**config.mk**
```make
export PLATFORM = sky130hd
export DESIGN_NAME = tm1637_display
export DESIGN_NICKNAME = d
export VERILOG_FILES = /design/src/rtl/tm1637_display.sv
export SDC_FILE = /design/constraint.sdc
export NUM_CORES = 1
export LEC_CHECK = 0
export BUFFER_PORTS_ARGS = -buffer_cell sky130_fd_sc_hd__buf_2
export CAP_MARGIN = 20
export CORE_MARGIN = 1.5
export CORE_UTILIZATION = 57
export CTS_CLUSTER_SIZE = 14
export DETAILED_ROUTE_END_ITERATION = 7
export PLACE_DENSITY = 0.76
export SKIP_CTS_REPAIR_TIMING = 1
export SLEW_MARGIN = 10
export SYNTH_ARGS = -nofsm -noshare
export SYNTH_HDL_FRONTEND = slang
export SYNTH_SLANG_ARGS = --single-unit
export TNS_END_PERCENT = 100
```
**constraint.sdc**
```tcl
create_clock -name clk_50M -period 3.45 [get_ports clk_50M]
set_input_delay 0.345 -clock clk_50M [delete_from_list [all_inputs] [get_ports clk_50M]]
set_output_delay 0.345 -clock clk_50M [all_outputs]
set_load 0.02 [all_outputs]
```
**src/rtl/tm1637_display.sv**
```systemverilog
// TM1637 LED driver: bit-bangs one full display refresh (data command, address +
// segment bytes, display control) over the two-wire CLK/DIO bus per start request.
module tm1637_display #(
    parameter int NUM_DIGITS = 4,
    parameter int CLK_DIV    = 250,
    parameter int ACK_CHECK  = 1
) (
    input  logic                    clk_50M,
    input  logic                    rst_n,
    input  logic                    start,
    input  logic [8*NUM_DIGITS-1:0] seg_data,
    input  logic [2:0]              brightness,
    input  logic                    display_on,
    output logic                    busy,
    output logic                    done,
    output logic                    ack_err,
    output logic                    tm1637_clk,
    output logic                    tm1637_dio_out,
    output logic                    tm1637_dio_oe,
    input  logic                    tm1637_dio_in,
    output logic [3:0]              debug
);

    typedef enum logic [3:0] {
        S_IDLE, S_START_A, S_START_B, S_BIT_LO, S_BIT_HI,
        S_ACK_LO, S_ACK_HI, S_STOP_A, S_STOP_B, S_STOP_C
    } state_e;

    typedef enum logic [1:0] {FR_CMD, FR_DATA, FR_DISP} frame_e;

    localparam int              BW             = $clog2(NUM_DIGITS + 1);
    localparam logic [15:0]     DIV_LAST       = 16'(CLK_DIV - 1);
    localparam logic [BW-1:0]   LAST_DATA_BYTE = BW'(NUM_DIGITS);

    state_e                    state_q, state_d;
    frame_e                    frame_q, frame_d;
    logic [15:0]               div_q, div_d;
    logic [2:0]                bit_q, bit_d;
    logic [BW-1:0]             byte_q, byte_d;
    logic [8*NUM_DIGITS-1:0]   seg_q, seg_d;
    logic [2:0]                bri_q, bri_d;
    logic                      on_q, on_d;
    logic                      ack_err_q, ack_err_d;
    logic                      done_q, done_d;
    logic                      busy_q, busy_d;
    logic                      scl_q, scl_d;
    logic                      oe_q, oe_d;
    logic                      out_q, out_d;
    logic                      tick;
    logic [BW-1:0]             last_byte;
    logic [7:0]                tx_byte;

    // Bus levels per phase, packed as {clk, oe, dio_out}.
    function automatic logic [2:0] bus_drive(input state_e s, input logic b);
        case (s)
            S_START_A: bus_drive = 3'b110;
            S_START_B: bus_drive = 3'b010;
            S_BIT_LO:  bus_drive = {2'b01, b};
            S_BIT_HI:  bus_drive = {2'b11, b};
            S_ACK_LO:  bus_drive = 3'b000;
            S_ACK_HI:  bus_drive = 3'b100;
            S_STOP_A:  bus_drive = 3'b010;
            S_STOP_B:  bus_drive = 3'b110;
            default:   bus_drive = 3'b100;
        endcase
    endfunction

    always_comb begin
        // NOTE: every signal gets a default before any branch so no latch is inferred.
        state_d   = state_q;
        frame_d   = frame_q;
        bit_d     = bit_q;
        byte_d    = byte_q;
        seg_d     = seg_q;
        bri_d     = bri_q;
        on_d      = on_q;
        ack_err_d = ack_err_q;
        done_d    = 1'b0;
        tick      = (state_q != S_IDLE) && (div_q == DIV_LAST);
        div_d     = div_q;
        last_byte = (frame_q == FR_DATA) ? LAST_DATA_BYTE : '0;

        if (state_q != S_IDLE) begin
            div_d = tick ? 16'd0 : div_q + 16'd1;
        end

        if (state_q == S_IDLE) begin
            if (start) begin
                state_d   = S_START_A;
                frame_d   = FR_CMD;
                div_d     = 16'd0;
                bit_d     = 3'd0;
                byte_d    = '0;
                seg_d     = seg_data;
                bri_d     = brightness;
                on_d      = display_on;
                ack_err_d = 1'b0;
            end
        end else if (tick) begin
            case (state_q)
                S_START_A: state_d = S_START_B;
                S_START_B: state_d = S_BIT_LO;
                S_BIT_LO:  state_d = S_BIT_HI;
                S_BIT_HI: begin
                    state_d = (bit_q == 3'd7) ? S_ACK_LO : S_BIT_LO;
                    bit_d   = bit_q + 3'd1;
                end
                S_ACK_LO:  state_d = S_ACK_HI;
                S_ACK_HI: begin
                    // A missing ACK is only recorded; the refresh still runs to completion.
                    if ((ACK_CHECK != 0) && tm1637_dio_in) ack_err_d = 1'b1;
                    if (byte_q == last_byte) begin
                        state_d = S_STOP_A;
                    end else begin
                        state_d = S_BIT_LO;
                        byte_d  = byte_q + BW'(1);
                    end
                end
                S_STOP_A:  state_d = S_STOP_B;
                S_STOP_B:  state_d = S_STOP_C;
                S_STOP_C: begin
                    byte_d = '0;
                    if (frame_q == FR_DISP) begin
                        state_d = S_IDLE;
                        done_d  = 1'b1;
                    end else begin
                        state_d = S_START_A;
                        frame_d = (frame_q == FR_CMD) ? FR_DATA : FR_DISP;
                    end
                end
                default:   state_d = S_IDLE;
            endcase
        end

        // Byte index 0 of the data frame is the 0xC0 address; digits follow.
        tx_byte = 8'h40;
        case (frame_d)
            FR_CMD:  tx_byte = 8'h40;
            FR_DATA: begin
                tx_byte = 8'hC0;
                for (int i = 0; i < NUM_DIGITS; i++) begin
                    if (byte_d == BW'(i + 1)) tx_byte = seg_q[8*i +: 8];
                end
            end
            default: tx_byte = {4'h8, on_q, bri_q};
        endcase

        {scl_d, oe_d, out_d} = bus_drive(state_d, tx_byte[bit_d]);
        busy_d = (state_d != S_IDLE);
    end

    always_ff @(posedge clk_50M or negedge rst_n) begin
        if (!rst_n) begin
            state_q   <= S_IDLE;
            frame_q   <= FR_CMD;
            div_q     <= 16'd0;
            bit_q     <= 3'd0;
            byte_q    <= '0;
            seg_q     <= '0;
            bri_q     <= 3'd0;
            on_q      <= 1'b0;
            ack_err_q <= 1'b0;
            done_q    <= 1'b0;
            busy_q    <= 1'b0;
            scl_q     <= 1'b1;
            oe_q      <= 1'b0;
            out_q     <= 1'b0;
        end else begin
            // NOTE: non-blocking assignments so every flop samples pre-edge values.
            state_q   <= state_d;
            frame_q   <= frame_d;
            div_q     <= div_d;
            bit_q     <= bit_d;
            byte_q    <= byte_d;
            seg_q     <= seg_d;
            bri_q     <= bri_d;
            on_q      <= on_d;
            ack_err_q <= ack_err_d;
            done_q    <= done_d;
            busy_q    <= busy_d;
            scl_q     <= scl_d;
            oe_q      <= oe_d;
            out_q     <= out_d;
        end
    end

    assign busy           = busy_q;
    assign done           = done_q;
    assign ack_err        = ack_err_q;
    assign tm1637_clk     = scl_q;
    assign tm1637_dio_oe  = oe_q;
    assign tm1637_dio_out = out_q;
    assign debug          = state_q;

endmodule
```
**Word-level counts from Yosys, hierarchy flattened**

Cells that the tools add are included.

- Bits in registers: 70
- Bits of input ports: 40

- Add/subtract/negate cells: 3
- Reductions and logical operators: 13
- Order comparisons: 1
- Multiplexer cells: 44
- Eq/ne operators: 27

Operator list:

| operator | number |
|---|---|
| 16-bit 2-to-1 mux | 4 |
| 4-bit case mux with 9 select lines | 1 |
| 3-bit 2-to-1 mux | 11 |
| 8-bit 2-to-1 mux | 4 |
| 4-bit by 3-bit == test with 1-bit output, second input constant | 7 |
| 16-bit by 1-bit adder with 16-bit output, second input constant | 1 |
| 16-bit by 8-bit == test with 1-bit output, second input constant | 1 |
| 4-bit by 2-bit == test with 1-bit output, second input constant | 4 |
| 8-bit case mux with 2 select lines | 1 |
| 3-bit case mux with 5 select lines | 1 |
| 4-bit == test, second input constant | 3 |
| 2-bit 2-to-1 mux | 6 |
| 4-bit 2-to-1 mux | 3 |
| 1-bit 2-to-1 mux | 11 |
| 4-bit by 1-bit == test with 1-bit output, second input constant | 2 |
| 4-bit nonzero test | 2 |
| 3-bit by 1-bit adder with 3-bit output, second input constant | 2 |
| 3-bit by 2-bit == test with 1-bit output, second input constant | 2 |
| 3-bit == test, second input constant | 2 |
| 3-bit case mux with 2 select lines | 1 |
| 2-bit nonzero test | 3 |
| 2-bit by 1-bit == test with 1-bit output, second input constant | 2 |
| 2-bit logical NOT | 2 |
| 4-bit logical NOT | 1 |
| other kinds (10) | 11 |

**Longest topological paths before layout**

Gate-level depths: netlist (run 1).

- Depth after elaboration: 16
- Depth in mapped cells: 13
- Depth with buffers taken out: 11

**Worst setup path before layout (run 1)**

OpenSTA, ideal clock, no wires.

- Path type: register to register
- Start point: register div_q[9]
- End point: register out_q, in the netlist tm1637_dio_out
- Path buffers: 1
- Data required time: 3.356 ns
- Period minus slack after synthesis: 2.952 ns
- Data arrival time: 2.858 ns
- Slack: 0.498 ns
- Cell stages (with the launch flop): 10
- Cell sequence: dfrtp_1 -> or4b_1 -> or4_4 -> buf_6 -> or4_4 -> a21oi_4 -> a31oi_1 -> o211ai_1 -> nand3b_1 -> a221oi_2

- Word-level cells in the longest chain between the ends: 13
- Elaborated cells between the ends (all ways): 33

RTL lines:

| element | RTL line | source |
|---|---|---|
| from (decl) | 37 | `logic [15:0] div_q, div_d;` |
| from (signal assigned) | 172 | `div_q <= div_d;` |
| 16-bit by 8-bit == test with 1-bit output (*) | 79 | `tick = (state_q != S_IDLE) && (div_q == DIV_LAST);` |
| 1-bit logical AND (*) | 79 |  |
| 3-bit 2-to-1 mux | 99 | `end else if (tick) begin` |
| 3-bit 2-to-1 mux | 87 | `if (state_q == S_IDLE) begin` |
| 3-bit by 1-bit == test with 1-bit output | 142 | `if (byte_d == BW'(i + 1)) tx_byte = seg_q[8*i +: 8];` |
| 8-bit 2-to-1 mux (4 in series) | 142 |  |
| 8-bit case mux with 2 select lines | 137 | `case (frame_d)` |
| 1-bit binary-select mux with 3-bit select | 148 | `{scl_d, oe_d, out_d} = bus_drive(state_d, tx_byte[bit_d]);` |
| 1-bit 2-to-1 mux (implied by the code) | 148 |  |
| 3-bit case mux with 5 select lines (*) | 55 | `case (s)` |
| via out_d | 48 | `logic out_q, out_d;` |
| to (signal assigned) | 183 | `out_q <= out_d;` |
| to (decl) | 48 |  |

The timed path passes the listed nets; every way through them passes the cells marked *. The select of a mux whose other input is x is not followed.
A chain may end at the register's enable or synchronous reset.

**Worst setup path in the final report (run 1)**

- Start point: register div_q[1]
- End point: register out_q, in the netlist tm1637_dio_out

The elaborated chain is that of the path after synthesis.

==> results of run 1 <==
[metal layers]
| layer | share of wire, % | track usage, % |
|---|---|---|
| met3 | 5.5 | 5.070 |
| met4 | 2.7 | 11.36 |
| met5 | 0 | 0 |
| met2 | 49 | 37.99 |
| met1 | 43 | 30.74 |
[layout make-up]
class | instances | area [µm²]
clock buffers | 13 | 138.9
clock inverters | 3 | 21.27
multi-input cells | 245 | 1779
repair buffers | 61 | 350.3
flip-flops and latches | 70 | 1753
fillers | 478 | 1876
well taps | 75 | 93.84
inverters | 13 | 48.80
[placed cells by master (no fill, tap or decap), drive strengths merged, types with 8 or more instances in the layout]
master / count
dfrtp: 69
buf: 60
mux2: 40
nand2: 29
nor2: 25
o21ai: 16
nand3: 14
inv: 13
clkbuf: 13
a21oi: 12
xnor2: 8
[state kept, by name (all words and copies together), names as in the netlist]
name and cells:
seg_q 32, div_q 16, debug 4, bit_q 3, bri_q 3, byte_q 3, frame_q 2, ack_err 1
busy 1, done 1, on_q 1, tm1637_clk 1, tm1637_dio_oe 1, tm1637_dio_out 1
[stage by stage]
stage | utilization, % | hold slack, ns | power, mW | cells | cell area [µm²]
after global routing | 69.05 | 0.2242 | 1.490 | 480 | 4185
final | 69.05 | 0.2350 | 1.428 | 480 | 4185
after floorplan | - | 0.04941 | 0.8373 | 342 | 3642
after CTS | 68.89 | -0.03030 | 1.442 | 479 | 4175
after detailed placement | 66.25 | 0.3379 | 0.8763 | 463 | 4015
after global placement | 66.25 | 0.3414 | 0.8757 | 463 | 4015
[worst max-delay path by stage]
stage,from,endpoint,slack (ns),cells past startpoint
final,div_q[1],tm1637_dio_out,0.28,10
after global routing,div_q[2],tm1637_dio_out,0.05,10
after floorplan,div_q[9],tm1637_dio_out,0.50,9
after detailed placement,div_q[1],tm1637_dio_out,0.34,10
after global placement,start,tm1637_dio_out,0.41,11
after CTS,div_q[1],tm1637_dio_out,0.31,10
[cells by family after synthesis]
| group | Yosys count | share of synthesized area, % |
|---|---|---|
| flops | 70 | 48.13 |
| fa+ha+maj | 6 | 2.061 |
| xor+xnor | 15 | 3.607 |
| simple gates | 114 | 16.45 |
| mux | 47 | 14.29 |
| compound gates | 63 | 12.37 |
| buf+inv | 27 | 3.092 |
[report_power, final]
part | total [mW] | switching (mW) | internal (mW)
combinational | 0.0392 | 0.0218 | 0.0175
sequential | 0.820 | 0 | 0.820
clock | 0.568 | 0.306 | 0.263
total | 1.43 | 0.328 | 1.10
[worst reg2reg max path, cell delays in order, from the launching register on]
cell and delay [ns]:
dfrtp_1 0.41, inv_1 0.10, ha_1 0.16, or3b_2 0.47
or4_4 0.53, or4_4 0.56, nand2_2 0.14, nand2_1 0.10
o2111ai_1 0.23, nand3b_1 0.12, a221oi_2 0.26
==> summary.txt, run 1 <==
Worst setup path
  – Slowest cell on crit path: or4_4
  – FF-to-FF path depth: 10
  – Critical path cell sequence: inv_1 -> ha_1 -> or3b_2 -> or4_4 -> or4_4 -> nand2_2 -> nand2_1 -> o2111ai_1 -> nand3b_1 -> a221oi_2
  – CP required: 3.69 ns
  – R2r setup slk: 0.28 ns
  – Most frequent cell on the critical path: or4_4
  – Reg2reg end: tm1637_dio_out
  – Worst R2R Start: div_q[1]
  – CP Launch Type: register
  – Crit path max fanout: 12
  – Largest stage delay, worst path: 0.56 ns
  – Critical path class: reg2reg
  – CP Capture Type: register
  – Cell family with most CP delay: simple AND/OR/NAND/NOR gates
  – CP Data Arrival Time: 3.41 ns
  – Critical path buffers and inverters: 1

Global route
  – Grt total ovfl: 0
  – Largest net degree at the start of global routing: 49
  – First-pass GRT wire length: 13.18 mm
  – Initial antenna violation count: 0
  – Gr usage total: 23.70%
  – Vias in the first global route: 2790

Clock tree
  – H-tree levels: 3
  – Worst-path clk slew: 0.08 ns
  – Deepest clock path buffer count: 2
  – Later-pin clock latency in the skew report: 0.34 ns
  – Clock tree root buffer cell: clkbuf_8
  – CTS tree: done
  – Number of buffers created by CTS: 9
  – CTS Sinks: 70

Cells and area
  – # diodes: 0
  – P&R area growth vs syn: 14.91%
  – Final Net Count: 446
  – Fraction of final layout cells sized beyond drive strength 1: 31.60%

Die
  – DIE AREA: 6878 µm²
  – Die Width: 82.94 µm
  – Initial Util: 60.09%
  – Chip Height: 82.94 µm
  – Core area: 6061 µm²
  – Row cnt: 28
  – IO Pins: 50

Route
  – Total number of vias: 2794
  – Drt first pass iters: 4
  – Per-cell routed wire length: 15.68 µm
  – Post-DRT Antenna Nets: 0
  – DR DRC count: 0
  – Iter 0 DRT Violations: 149
  – Post-Route WL: 7.524 mm
  – Vias per cell: 5.821

Power
  – Peak VDD IR: 244.3 µV
  – Power Density: 341.1 nW/µm²
  – LEAKAGE: 2.074 nW

Yosys
  – Synth unique cells: 58
  – Post-Syn Instances: 342
  – Yosys warns: 0
  – Synthesized flop and latch total: 70
  – Top FF cell, synth: dfrtp_1
  – Synth area leaders: dfrtp_1 47%, mux2_2 12%, nand2_1 2.9%
  – Top cells by count, synth: 69 x dfrtp_1, 40 x mux2_2, 28 x nand2_1
  – Post-synth EDFFs: 0
  – Sequential area share after synthesis: 48.13%
  – Syn Area/Cell: 10.65 µm²
  – Area of the mapped netlist: 3642 µm²
  – Synth Net Count: 388
  – Cell with the most instances after synthesis: dfrtp_1
  – Share of flip-flops with an asynchronous set or reset: 100.0%
  – Largest area contributor in the netlist: dfrtp_1
  – Yosys top cell area share: 47.41%

STA
  – Clock skew: 0.01260 ns
  – Final Max Tran Viols: 0
  – Final Hold Viols: 0
  – Final period utilization: 92.02%
  – Setup TNS: 0 ns
  – RSZ-0062 raised after global routing: false
  – Fmax: 315.0 MHz
  – Min Tclk post-route: 3.175 ns
  – # setup viols final: 0
  – Final worst slack: 0.2752 ns
  – Max-slew headroom: 60.48%
  – Least-Margin Pin Slew: 0.5928 ns

Worst hold path
  – Worst hold path stage count: 2
  – HP Class: in2reg
  – Worst hold path startpoint: seg_data[27]
  – Worst Hold End: seg_q[27]

Place
  – HPWL after detailed placement: 5.381 mm
  – Routability Congestion: 0.8844
  – I/O Buffers: 49
  – Setup slack at placement: 0.3405 ns

Run
  – Max-cap violations: 0

Outcome
  – Status: completed
(Power assumes the default switching activity.)
==> inputs of run 2 (changes only) <==
--- a/config.mk
+++ b/config.mk
@@ -8,10 +8,10 @@
 export BUFFER_PORTS_ARGS = -buffer_cell sky130_fd_sc_hd__buf_2
 export CAP_MARGIN = 20
 export CORE_MARGIN = 1.5
-export CORE_UTILIZATION = 57
+export CORE_UTILIZATION = 54
 export CTS_CLUSTER_SIZE = 14
 export DETAILED_ROUTE_END_ITERATION = 7
-export PLACE_DENSITY = 0.76
+export PLACE_DENSITY = 0.73
 export SKIP_CTS_REPAIR_TIMING = 1
 export SLEW_MARGIN = 10
 export SYNTH_ARGS = -nofsm -noshare
==> run 2 against run 1 <==
  * Die area increased by 5.4%
  * Hold slack got worse by 0.12 ns
  * Via count increased by 0.29%
  * Routed wire length increased by 1.5%
  * Design area increased by 0.75%
  * Critical path type unchanged
  * Clock skew decreased by 0.0093 ns
  * Global-route usage decreased by 0.47 points
  * Highest routed layer unchanged
  * The flow now finishes with violations (design-rule violations)
  * Sequential power about the same
==> summary.txt, run 2 (synthesis gave the netlist of run 1 again) <==
STA
  – Final period utilization: 90.67%
  – Least-Margin Pin Slew: 0.8685 ns
  – Max-slew headroom: 42.10%
  – Setup TNS: 0 ns
  – RSZ-0062 raised after global routing: false
  – Final Max Tran Viols: 0
  – Fmax: 319.7 MHz
  – # setup viols final: 0
  – Clock skew: 0.003328 ns
  – Final Hold Viols: 0
  – Min Tclk post-route: 3.128 ns

Cells and area
  – Final Cell Area: 4217 µm²
  – Area occupied by multi-input gates: 1779 µm²
  – # diodes: 0
  – Max reg flops: 32
  – Top reg by flops: seg_q
  – Reg area: 1753 µm²
  – Fillcell total: 544
  – Final Net Count: 445
  – Commonest cells after routing, fill and taps aside: 69 x dfrtp_1, 49 x buf_2, 40 x mux2_2
  – P&R area growth vs syn: 15.77%
  – Most common cell after layout, fill and taps aside: dfrtp_1
  – Fraction of final layout cells sized beyond drive strength 1: 32.26%

Clock tree
  – Worst-path clk slew: 0.07 ns
  – CTS Sinks: 70
  – Later-pin clock latency in the skew report: 0.35 ns
  – Clock tree root buffer cell: clkbuf_8
  – Number of buffers created by CTS: 9
  – CTS tree: done
  – H-tree levels: 3
  – Deepest clock path buffer count: 2

Power
  – LEAKAGE: 2.091 nW
  – Power Density: 364.1 nW/µm²
  – Peak VDD IR: 282.1 µV

Global route
  – Largest net degree at the start of global routing: 43
  – Vias in the first global route: 2835
  – Grt total ovfl: 0
  – Gr usage total: 23.23%
  – Initial antenna violation count: 0
  – First-pass GRT wire length: 13.30 mm

Worst setup path
  – CP Capture Type: register
  – Critical path class: reg2reg
  – Worst R2R Start: div_q[8]
  – Crit path max fanout: 12
  – Largest stage delay, worst path: 0.66 ns
  – Worst setup startpoint: div_q[8]
  – Critical path cell sequence: or4b_1 -> or4_4 -> or4_4 -> nand2_2 -> o21ai_0 -> a21boi_1 -> a31oi_1 -> a221oi_2
  – CP Launch Type: register
  – CP required: 3.71 ns
  – Slowest cell on crit path: or4_4
  – Most frequent cell on the critical path: or4_4
  – CP Data Arrival Time: 3.39 ns

Route
  – Total number of vias: 2802
  – Drt first pass iters: 6
  – Iter 0 DRT Violations: 174
  – Per-cell routed wire length: 15.91 µm
  – Post-Route WL: 7.638 mm
  – Vias per cell: 5.838
  – DR DRC count: 1
  – Post-DRT Antenna Nets: 0

Place
  – Post-place instance area: 4018 µm²
  – Routability Congestion: 0.8502
  – I/O Buffers: 49
  – HPWL after detailed placement: 5.418 mm

Die
  – Row cnt: 29
  – DIE AREA: 7246 µm²
  – Initial Util: 56.71%
  – Core area: 6422 µm²
  – IO Pins: 50
  – Die Width: 85.13 µm
  – Chip Height: 85.13 µm

Run
  – Max-cap violations: 0

Worst hold path
  – HP Class: in2async

Outcome
  – Failing checks: design-rule violations
  – Status: finished with violations
## run 2: cell types whose count changed in the layout (fill, tap and decap cells not counted), sizes merged
cell         before  now
bufinv            0    1
clkinvlp          1    0
dlygate4sd3       1    0
clkbuf           13   12
## run 2: where the power goes
group	switching [mW]	internal (mW)	total [mW]	leakage, nW
Clock	0.306	0.370	0.676	0.102
Sequential	0	0.820	0.820	0.913
Combinational	0.0224	0.0168	0.0392	1.08
## run 2: final timing paths
| check | end | slack [ns] | cells past startpoint |
|---|---|---|---|
| max in group asynchronous | seg_q[28] | 2.40 | 2 |
| min in group clk_50M | seg_q[4] | 0.23 | 2 |
| worst max-delay path | tm1637_dio_out | 0.32 | 8 |
| worst min-delay path | ack_err | 0.11 | 1 |
| worst max register to register | tm1637_dio_out | 0.32 | 8 |
| worst min register to register | ack_err | 0.50 | 1 |
## run 2: worst max-delay path: cells and delay by family, from the launching register on
family	cells	cell delay [ns]
flip-flops	1	0.43
AND/OR/NAND/NOR	4	1.92
AO/OA/AOI/OAI	4	0.69
## run 2: area by class of cell
| class | count | area share, % |
|---|---|---|
| well taps | 77 | 2.285 |
| clock inverters | 3 | 1.039 |
| repair buffers | 60 | 8.071 |
| inverters | 13 | 1.157 |
| flip-flops and latches | 70 | 41.57 |
| clock buffers | 12 | 3.680 |
| multi-input cells | 245 | 42.20 |
## run 2: routing by layer
metal / wire length [µm] / vias to the layer above / share of wire [%] / track usage [%]
met2: 3866 / 85 / 51 / 40.55
met1: 3253 / 1355 / 43 / 28.21
li1: - / 1349 / - / -
met5: 0 / - / 0 / 0
met3: 387 / 13 / 5.1 / 5.642
met4: 131 / 0 / 1.7 / 7.750
## run 2: stage by stage
stage               cells  utilization, %  power, mW  setup WS (ns)  hold slack [ns]
global route          480           65.65      1.589         0.1065           0.1690
floorplan             342               -     0.8373         0.4978          0.04941
CTS                   480           65.65      1.549         0.3241           0.1287
finish                480           65.65      1.535         0.3219           0.1117
global placement      465           62.56     0.8759         0.4081           0.4883
detailed placement    465           62.56     0.8767         0.3785           0.4830
